[config.mk]
export PLATFORM = sky130hd
export DESIGN_NAME = flow_tx_arbiter_flat
export DESIGN_NICKNAME = d
export VERILOG_FILES = /design/src/rtl/flow_tx_arbiter_if.sv /design/src/rtl/flow_tx_arbiter.sv /design/src/flat_wrapper.sv
export SDC_FILE = /design/constraint.sdc
export NUM_CORES = 1
export LEC_CHECK = 0
export CAP_MARGIN = 20
export CORE_AREA = 4 4 106 108
export DETAILED_ROUTE_END_ITERATION = 16
export DIE_AREA = 0 0 110 112
export DONT_BUFFER_PORTS = 1
export PLACE_DENSITY_LB_ADDON = 0.05
export SYNTH_ARGS = -nofsm -noshare
export SYNTH_HDL_FRONTEND = slang
export SYNTH_SLANG_ARGS = --single-unit
[constraint.sdc]
create_clock -name clk -period 3 [get_ports clk]
set_input_delay 0.6 -clock clk [delete_from_list [all_inputs] [get_ports clk]]
set_output_delay 0.6 -clock clk [all_outputs]
set_load 0.02 [all_outputs]
[src/rtl/flow_tx_arbiter_if.sv]
// rtl/flow_tx_arbiter_if.sv - per-flow source streams and merged MAC TX stream bundle
interface flow_tx_arbiter_if #(
    parameter int DATA_WIDTH = 64,
    parameter int KEEP_WIDTH = DATA_WIDTH / 8,
    parameter int N_FLOWS    = 2
);
    logic [N_FLOWS*DATA_WIDTH-1:0] s_axis_tdata;
    logic [N_FLOWS*KEEP_WIDTH-1:0] s_axis_tkeep;
    logic [N_FLOWS-1:0]            s_axis_tvalid;
    logic [N_FLOWS-1:0]            s_axis_tready;
    logic [N_FLOWS-1:0]            s_axis_tlast;

    logic [DATA_WIDTH-1:0]         m_axis_tdata;
    logic [KEEP_WIDTH-1:0]         m_axis_tkeep;
    logic                          m_axis_tvalid;
    logic                          m_axis_tready;
    logic                          m_axis_tlast;

    // Arbiter side: consumes flow streams, produces the MAC stream.
    modport slave (
        input  s_axis_tdata, s_axis_tkeep, s_axis_tvalid, s_axis_tlast, m_axis_tready,
        output s_axis_tready, m_axis_tdata, m_axis_tkeep, m_axis_tvalid, m_axis_tlast
    );

    modport master (
        output s_axis_tdata, s_axis_tkeep, s_axis_tvalid, s_axis_tlast, m_axis_tready,
        input  s_axis_tready, m_axis_tdata, m_axis_tkeep, m_axis_tvalid, m_axis_tlast
    );
endinterface

[src/rtl/flow_tx_arbiter.sv]
// rtl/flow_tx_arbiter.sv - packet-granular weighted round-robin arbiter for the 10G MAC TX stream
module flow_tx_arbiter #(
    parameter int  DATA_WIDTH   = 64,
    parameter int  KEEP_WIDTH   = DATA_WIDTH / 8,
    parameter int  N_FLOWS      = 2,
    parameter int  WEIGHT_WIDTH = 8,
    parameter int  CNT_WIDTH    = 32,
    localparam int GW           = (N_FLOWS > 1) ? $clog2(N_FLOWS) : 1
) (
    input  logic                            clk,
    input  logic                            rst_n,
    flow_tx_arbiter_if.slave                axis,
    input  logic [N_FLOWS-1:0]              cfg_flow_enable,
    input  logic [N_FLOWS*WEIGHT_WIDTH-1:0] cfg_weight,
    output logic [GW-1:0]                   grant_id,
    output logic                            busy,
    output logic [CNT_WIDTH-1:0]            pkt_count
);

    localparam logic [0:0]    ST_IDLE   = 1'b0;
    localparam logic [0:0]    ST_XFER   = 1'b1;
    localparam logic [GW-1:0] LAST_FLOW = GW'(N_FLOWS - 1);

    logic [0:0]              state;
    logic [GW-1:0]           ptr;
    logic [WEIGHT_WIDTH-1:0] turn_cnt;

    logic [DATA_WIDTH-1:0]   flow_tdata  [N_FLOWS];
    logic [KEEP_WIDTH-1:0]   flow_tkeep  [N_FLOWS];
    logic [WEIGHT_WIDTH-1:0] flow_weight [N_FLOWS];
    logic [N_FLOWS-1:0]      eligible;

    genvar gi;
    generate
        for (gi = 0; gi < N_FLOWS; gi++) begin : g_unpack
            assign flow_tdata[gi]  = axis.s_axis_tdata[gi*DATA_WIDTH +: DATA_WIDTH];
            assign flow_tkeep[gi]  = axis.s_axis_tkeep[gi*KEEP_WIDTH +: KEEP_WIDTH];
            assign flow_weight[gi] = cfg_weight[gi*WEIGHT_WIDTH +: WEIGHT_WIDTH];
            assign eligible[gi]    = cfg_flow_enable[gi] & (flow_weight[gi] != '0)
                                   & axis.s_axis_tvalid[gi];
        end
    endgenerate

    // Rotate eligibility so bit 0 is the flow at ptr; lowest set bit wins.
    logic [2*N_FLOWS-1:0] elig_rot;
    logic                 found;
    logic [GW-1:0]        pick;
    int                   pick_idx;

    always_comb begin
        elig_rot = {eligible, eligible} >> ptr;
        found    = 1'b0;
        pick_idx = 0;
        for (int k = N_FLOWS - 1; k >= 0; k--) begin
            if (elig_rot[k]) begin
                found    = 1'b1;
                pick_idx = int'(ptr) + k;
            end
        end
        if (pick_idx >= N_FLOWS) begin
            pick_idx = pick_idx - N_FLOWS;
        end
        pick = GW'(pick_idx);
    end

    logic xfer;
    assign xfer = (state == ST_XFER);
    assign busy = xfer;

    assign axis.m_axis_tdata  = flow_tdata[grant_id];
    assign axis.m_axis_tkeep  = flow_tkeep[grant_id];
    assign axis.m_axis_tlast  = axis.s_axis_tlast[grant_id];
    assign axis.m_axis_tvalid = xfer & axis.s_axis_tvalid[grant_id];

    always_comb begin
        axis.s_axis_tready = '0;
        if (xfer) begin
            axis.s_axis_tready[grant_id] = axis.m_axis_tready;
        end
    end

    logic                  eop;
    logic [WEIGHT_WIDTH:0] turn_next;
    logic [WEIGHT_WIDTH:0] cur_weight;

    assign eop        = xfer & axis.m_axis_tvalid & axis.m_axis_tready & axis.m_axis_tlast;
    assign turn_next  = {1'b0, turn_cnt} + (WEIGHT_WIDTH + 1)'(1);
    assign cur_weight = {1'b0, flow_weight[grant_id]};

    always_ff @(posedge clk or negedge rst_n) begin
        if (!rst_n) begin
            state     <= ST_IDLE;
            ptr       <= '0;
            turn_cnt  <= '0;
            grant_id  <= '0;
            pkt_count <= '0;
        end else begin
            case (state)
                ST_IDLE: begin
                    if (found) begin
                        grant_id <= pick;
                        state    <= ST_XFER;
                        if (pick != ptr) begin
                            turn_cnt <= '0;
                        end
                    end
                end
                ST_XFER: begin
                    // Weight is re-read at end of packet so a mid-turn change takes effect now.
                    if (eop) begin
                        pkt_count <= pkt_count + CNT_WIDTH'(1);
                        state     <= ST_IDLE;
                        if (turn_next < cur_weight) begin
                            turn_cnt <= turn_next[WEIGHT_WIDTH-1:0];
                            ptr      <= grant_id;
                        end else begin
                            turn_cnt <= '0;
                            ptr      <= (grant_id == LAST_FLOW) ? '0 : grant_id + GW'(1);
                        end
                    end
                end
                default: state <= ST_IDLE;
            endcase
        end
    end

endmodule
[src/flat_wrapper.sv]
// flat-port wrapper written by rule: the top's interface ports become plain ports
module flow_tx_arbiter_flat 
#(
    parameter int  DATA_WIDTH   = 64,
    parameter int  KEEP_WIDTH   = DATA_WIDTH / 8,
    parameter int  N_FLOWS      = 2,
    parameter int  WEIGHT_WIDTH = 8,
    parameter int  CNT_WIDTH    = 32,
    localparam int GW           = (N_FLOWS > 1) ? $clog2(N_FLOWS) : 1
)
  (clk, rst_n, cfg_flow_enable, cfg_weight, grant_id, busy, pkt_count, axis_s_axis_tdata, axis_s_axis_tkeep, axis_s_axis_tvalid, axis_s_axis_tlast, axis_m_axis_tready, axis_s_axis_tready, axis_m_axis_tdata, axis_m_axis_tkeep, axis_m_axis_tvalid, axis_m_axis_tlast);
  flow_tx_arbiter_if #(.DATA_WIDTH(DATA_WIDTH), .KEEP_WIDTH(KEEP_WIDTH), .N_FLOWS(N_FLOWS)) axis_i ();
  input  logic clk;
  input  logic rst_n;
  input  logic [N_FLOWS-1:0] cfg_flow_enable;
  input  logic [N_FLOWS*WEIGHT_WIDTH-1:0] cfg_weight;
  output logic [GW-1:0] grant_id;
  output logic busy;
  output logic [CNT_WIDTH-1:0] pkt_count;
  input wire logic [$bits(axis_i.s_axis_tdata)-1:0] axis_s_axis_tdata;
  input wire logic [$bits(axis_i.s_axis_tkeep)-1:0] axis_s_axis_tkeep;
  input wire logic [$bits(axis_i.s_axis_tvalid)-1:0] axis_s_axis_tvalid;
  input wire logic [$bits(axis_i.s_axis_tlast)-1:0] axis_s_axis_tlast;
  input wire logic [$bits(axis_i.m_axis_tready)-1:0] axis_m_axis_tready;
  output wire logic [$bits(axis_i.s_axis_tready)-1:0] axis_s_axis_tready;
  output wire logic [$bits(axis_i.m_axis_tdata)-1:0] axis_m_axis_tdata;
  output wire logic [$bits(axis_i.m_axis_tkeep)-1:0] axis_m_axis_tkeep;
  output wire logic [$bits(axis_i.m_axis_tvalid)-1:0] axis_m_axis_tvalid;
  output wire logic [$bits(axis_i.m_axis_tlast)-1:0] axis_m_axis_tlast;
  assign axis_i.s_axis_tdata = axis_s_axis_tdata;
  assign axis_i.s_axis_tkeep = axis_s_axis_tkeep;
  assign axis_i.s_axis_tvalid = axis_s_axis_tvalid;
  assign axis_i.s_axis_tlast = axis_s_axis_tlast;
  assign axis_i.m_axis_tready = axis_m_axis_tready;
  assign axis_s_axis_tready = axis_i.s_axis_tready;
  assign axis_m_axis_tdata = axis_i.m_axis_tdata;
  assign axis_m_axis_tkeep = axis_i.m_axis_tkeep;
  assign axis_m_axis_tvalid = axis_i.m_axis_tvalid;
  assign axis_m_axis_tlast = axis_i.m_axis_tlast;
  flow_tx_arbiter #(.DATA_WIDTH(DATA_WIDTH), .KEEP_WIDTH(KEEP_WIDTH), .N_FLOWS(N_FLOWS), .WEIGHT_WIDTH(WEIGHT_WIDTH), .CNT_WIDTH(CNT_WIDTH)) u_core (.clk(clk), .rst_n(rst_n), .axis(axis_i), .cfg_flow_enable(cfg_flow_enable), .cfg_weight(cfg_weight), .grant_id(grant_id), .busy(busy), .pkt_count(pkt_count));
endmodule
==> results of run 1 <==
==> layout make-up <==
class	count	area share [%]
multi-input cells	257	59.6
flip-flops and latches	43	30.1
well taps	136	4.75
clock buffers	6	2.02
repair buffers	6	1.81
inverters	12	1.26
clock inverters	2	0.349
diodes	1	0.0698
==> power by group through the flow <==
stage          Sequential, uW  Combinational, uW  Clock, uW
3_5_place_dp              907               1690          0
6_report                  894               1690        373
3_3_place_gp              902               1690          0
2_1_floorplan             793               1530          0
5_1_grt                   918               1830        423
4_1_cts                   895               1710        389
==> worst min-delay path by stage <==
stage           from                          endpoint  slack (ns)  depth (start not counted)
3_5_place_dp   rst_n  u_core.pkt_count[18]$_DFFE_PN0P_        0.31                          0
4_1_cts        rst_n  u_core.pkt_count[18]$_DFFE_PN0P_        0.14                          1
2_1_floorplan  rst_n             u_core.busy$_DFF_PN0_        0.30                          0
3_3_place_gp   rst_n  u_core.pkt_count[19]$_DFFE_PN0P_        0.31                          0
5_1_grt        rst_n  u_core.pkt_count[19]$_DFFE_PN0P_        0.13                          1
6_report       rst_n  u_core.pkt_count[19]$_DFFE_PN0P_        0.14                          1
==> worst max-delay path: stages, from the launching register on <==
cell     delay (ns)
dfrtp_4        0.73
buf_4          0.60
mux2_2         0.47
==> stage by stage <==
stage	setup WS [ns]	cells	total power, uW	util, %	instance area (sq um)
final	0.250	463	2960	35.0	3590
after floorplan	0.221	325	2320	-	3320
after detailed placement	0.302	453	2600	33.9	3470
after global routing	0.0598	462	3170	35.0	3580
after global placement	0.345	453	2590	33.9	3470
after CTS	0.246	462	3000	35.0	3580
==> cells in the final DEF, fill, tap and decap left out, drive strengths merged, types with 4 or more instances in the layout <==
cell type  count
a21oi          4
and3           4
and4           5
buf            6
clkbuf         6
dfrtp         43
ha             9
inv           12
mux2          74
mux2i          9
nand2         27
nand3         18
nand4         15
nor2          15
nor3           7
nor4           6
o21ai          6
o221ai         4
xnor2         18
xor2          16
==> cell families (layout without fill, tap and decap cells) <==
logic type,count (synthesis),count (layout)
and+or+nand+nor,106,106
muxes,83,83
adders and majority gates,9,9
xor gates and xnor gates,34,34
other,0,1
AOI/OAI and AO/OA,25,25
buffers and inverters,25,26
DFF,43,43
==> sequential cells by signal, summed over array words and instances, names as in the netlist <==
register	count
u_core.grant_id	1
u_core.turn_cnt	8
u_core.busy	1
u_core.ptr	1
u_core.pkt_count	32
==> per-layer routing <==
layer	track usage [%]	up-vias	wire, um
li1	-	1192	-
met2	26.8	129	5450
met1	23.2	1229	4680
met4	3.74	0	47
met3	3.30	2	796
met5	0	-	0
==> flow_summary_export.csv, run 1 <==
group,metric,value,unit
timing,fin_crit_sh,91.7,%
setup_path,cp_max_fo,57,
route,drc,0,
timing,finalSetupTns,0,ns
setup_path,worstSetupStartpointType,"flop",
route,vias,2552,
grt,grt_max_degree,58,
setup_path,path_class,"flop to primary output",
final_layout,nFillCells,1032,
yosys,synth-simple-area-share,17.9,%
timing,fmax,364,MHz
power,p_sw_share,49.4,%
final_layout,syn2layout_area_growth,8.07,%
route,detail-route-antenna-nets,0,
die,ioPinCount,279,
power,vdd_drop_max,0.355,mV
power,power_density,825,mW/mm^2
setup_path,cp_data_required_time,2.40,ns
grt,overflow,0,
clock_tree,cts_resized,0,
grt,grt_pass1_wl,15.9,mm
final_layout,nets,503,
grt,grt_usage,16.7,%
die,fp.coreArea,0.0102,sq mm
route,dr.pass1.iters,4,
yosys,synth-xor-area-share,8.97,%
clock_tree,hold_buffers,1,
power,p_comb_share,57.2,%
yosys,synth_most_common_cell,"mux2_2",
route,via_per_inst,5.51,
clock_tree,cts_buffer_depth,2,
power,pwr-share-seq,30.2,%
yosys,synthCells,325,
status,outcome,"finished, final reports clean",
yosys,synth.area.mux_share,28.1,%
yosys,synth-async-reset-ratio,100,%
clock_tree,root_buffer,"clkbuf_8",
clock_tree,cts-buffers-inserted,5,
power,p_clk_share,12.6,%
timing,period_needed,2.75,ns
route,wl_per_cell,23.7,um
yosys,synth_area,0.00332,sq mm
yosys,yosysWarnings,0,
die,rows,37,
route,finalWirelength,11.0,mm
yosys,yosysSeqAreaShare,32.4,%
timing,clock_skew,0.00509,ns
yosys,synthTopCellsByCount,"mux2_2, dfrtp_1, nand2_1",
placed_design,portBuffers,0,
timing,hold_ws,0.142,ns
yosys,synth_ff_type,"dfrtp_1",
timing,drv_slew,0,
final_layout,multi_input_area,0.00214,sq mm
setup_path,cp-endpoint,"axis_m_axis_tdata[32]",
hold_path,hold_path.class,"input pin to asynchronous set/reset pin",
die,die_h,112,um
timing,finalSetupViolations,0,
yosys,synth_compound_area_share,6.07,%
clock_tree,cts_tree,"built",
clock_tree,worstSkewPairLatency,0.29,ns
clock_tree,clkTransAtPathRegs,0.09,ns
run,maxCapViolations,0,
setup_path,crit_start,"u_core.grant_id$_DFFE_PN0P_",
grt,antenna_found_initial,0,
timing,worst_pin_slew,0.628,ns
clock_tree,h-tree-depth,2,
timing,rsz0062_at_grt,"no",
yosys,yosysTopAreaCell,"dfrtp_1",
grt,first_global_vias,2569,
yosys,synth_edf_count,0,
yosys,synth_nets,503,
clock_tree,clock_sinks,43,
setup_path,rr_worst_depth,10,
placed_design,place_hpwl,9.23,mm
setup_path,r2r-start,"u_core.turn_cnt[0]$_DFFE_PN0P_",
yosys,synth_top_family_by_area,"multiplexers",
timing,max-slew-margin-rel,58.1,%
setup_path,ff2ff_setup_slack,0.30,ns
final_layout,seqCellArea,0.00108,sq mm
power,leakage,0.00151,uW
die,fp.dieArea,0.0123,sq mm
final_layout,drive_above_1_share,30.1,%
setup_path,regToRegEndpoint,"u_core.turn_cnt[4]$_DFFE_PN0P_",
yosys,netlist_top_cells_area,"dfrtp_1, mux2_2, xnor2_1",
timing,timing_hold_violations_final,0,
power,p_int,1500,uW
yosys,synthAdderAreaFrac,3.39,%
yosys,yosysUniqueCellTypes,47,
setup_path,cp.arrival,2.15,ns
die,die_w,110,um
yosys,synth-seq-cells,43,
clock_tree,cts_setup_buffers,0,
route,first_iter_violations,134,
yosys,avgSynthCellArea,10.2,sq um
yosys,synth_top_area_share,32.4,%
die,initial_core_util,32.4,%
power,p_sw,1460,uW
setup_path,cp-end-kind,"primary output",
placed_design,gp_congestion,0.810,
Power figures use the tool's default switching activity.
==> run 2, diff against run 1 <==
Settings changed: SKIP_CTS_REPAIR_TIMING set to 1.
==> run 2 against run 1 <==
Critical path depth is the same. Largest power group unchanged. Largest cell class unchanged. Highest routed layer unchanged. Global-route usage is essentially flat. Critical endpoint unchanged. Flip-flop and latch count is the same. Sequential share of layout area is the same.
==> flow_summary_export.csv, run 2 (synthesized netlist as in run 1, its figures left out) <==
group,metric,value,unit
route,wl_per_cell,23.7,um
route,vias,2555,
power,leakage,0.00151,uW
route,first_iter_violations,139,
grt,grt_usage,16.7,%
setup_path,cp_slowest_cell,"dfrtp_4",
clock_tree,clkTransAtPathRegs,0.09,ns
clock_tree,cts_tree,"built",
route,via_per_inst,5.52,
die,ioPinCount,279,
clock_tree,worstSkewPairLatency,0.29,ns
setup_path,crit_path_cell_trace,"buf_4 -> mux2_2",
route,dr.pass1.iters,4,
setup_path,cp_max_fo,57,
placed_design,place_hpwl,9.23,mm
die,fp.coreArea,0.0102,sq mm
timing,max-slew-margin-rel,58.2,%
timing,period_needed,2.75,ns
grt,overflow,0,
final_layout,layout.cells.most_common,"mux2_2",
die,die_w,110,um
timing,fmax,364,MHz
setup_path,cpPeakStageDelay,0.73,ns
clock_tree,root_buffer,"clkbuf_8",
grt,grt_max_degree,58,
clock_tree,cts_buffer_depth,2,
route,detail-route-antenna-nets,0,
die,rows,37,
clock_tree,h-tree-depth,2,
timing,timing_hold_violations_final,0,
timing,drv_slew,0,
die,initial_core_util,32.4,%
grt,antenna_found_initial,0,
clock_tree,clock_sinks,43,
setup_path,cp.arrival,2.15,ns
hold_path,hold_path.class,"input pin to asynchronous set/reset pin",
power,vdd_drop_max,0.355,mV
status,outcome,"finished, final reports clean",
placed_design,dp_slack,0.302,ns
timing,finalSetupViolations,0,
timing,clock_skew,0.00568,ns
clock_tree,cts-buffers-inserted,5,
route,drc,0,
timing,rsz0062_at_grt,"no",
route,top_layer_used,"met4",
route,wl_met3,839,um
timing,finalSetupTns,0,ns
final_layout,reg_top3,"u_core.pkt_count (32), u_core.turn_cnt (8)",
final_layout,regMostFlops,"u_core.pkt_count",
final_layout,nFillCells,1032,
power,power_density,825,mW/mm^2
final_layout,largest_register_ffs,32,
setup_path,cp-end-kind,"primary output",
final_layout,nets,503,
grt,grt_pass1_wl,15.9,mm
route,wl_met2,5.51,mm
setup_path,path_class,"flop to primary output",
placed_design,portBuffers,0,
route,finalWirelength,11.0,mm
die,fp.dieArea,0.0123,sq mm
timing,fin_crit_sh,91.6,%
final_layout,drive_above_1_share,30.1,%
grt,first_global_vias,2562,
final_layout,layout_common_cells,"mux2_2, dfrtp_1, nand2_1, xnor2_1, nand3_1",
timing,worst_pin_slew,0.627,ns
timing,setup_ws,0.253,ns
route,drt-met1-wl,4.56,mm
final_layout,syn2layout_area_growth,8.07,%
setup_path,worstSetupStartpointType,"flop",
placed_design,gp_congestion,0.810,
run,maxCapViolations,0,
setup_path,cp_data_required_time,2.40,ns
die,die_h,112,um
[run 2: cell counts in the layout (fill, tap and decap cells not counted)]
No cell type changed its count.
[run 2: routing by layer]
layer  up-vias  GRT usage (%)
li1       1193              -
met1      1231           23.2
met2       129           26.7
met3         2           3.30
met4         0           3.74
met5         -              0
[run 2: cell type report]
class,instances,area (sq um),share of cell area (%)
inverters,12,45.0,1.26
clock inverters,2,12.5,0.349
diodes,1,2.50,0.0698
clock buffers,6,72.6,2.02
well taps,136,170,4.75
repair buffers,6,65.1,1.81
multi-input cells,257,2140,59.6
flip-flops and latches,43,1080,30.1
[run 2: metrics by stage]
step	power, uW	util [%]	cell area [sq um]	hold slack, ns	cells
2_1_floorplan	2320	-	3320	0.304	325
3_3_place_gp	2590	33.9	3470	0.306	453
3_5_place_dp	2600	33.9	3470	0.305	453
4_1_cts	2980	34.8	3560	-0.0230	461
5_1_grt	3170	35.0	3580	0.125	462
6_report	2960	35.0	3590	0.133	463
[run 2: worst paths after layout]
kind,start,end,slack [ns],cells past startpoint
min,rst_n,u_core.pkt_count[19]$_DFFE_PN0P_,0.13,1
min reg2reg,u_core.ptr$_DFFE_PN0P_,u_core.ptr$_DFFE_PN0P_,0.58,2
max,u_core.grant_id$_DFFE_PN0P_,axis_m_axis_tdata[32],0.25,2
max in group asynchronous,rst_n,u_core.grant_id$_DFFE_PN0P_,2.62,1
max reg2reg,u_core.turn_cnt[0]$_DFFE_PN0P_,u_core.turn_cnt[4]$_DFFE_PN0P_,0.30,10
min in group clk,axis_s_axis_tvalid[0],u_core.busy$_DFF_PN0_,0.50,2
[run 2: worst max-delay path: cells and delay by family, from the launching register on]
family,cells,cell delay (ns)
mux,1,0.47
buf+inv,1,0.60
flops,1,0.73
[run 2: where the power goes]
part	switching (uW)	total [uW]	leakage, uW	internal, uW
logic	1020	1690	0.000920	674
registers	234	894	0.000552	660
clock network	210	373	0.0000412	163
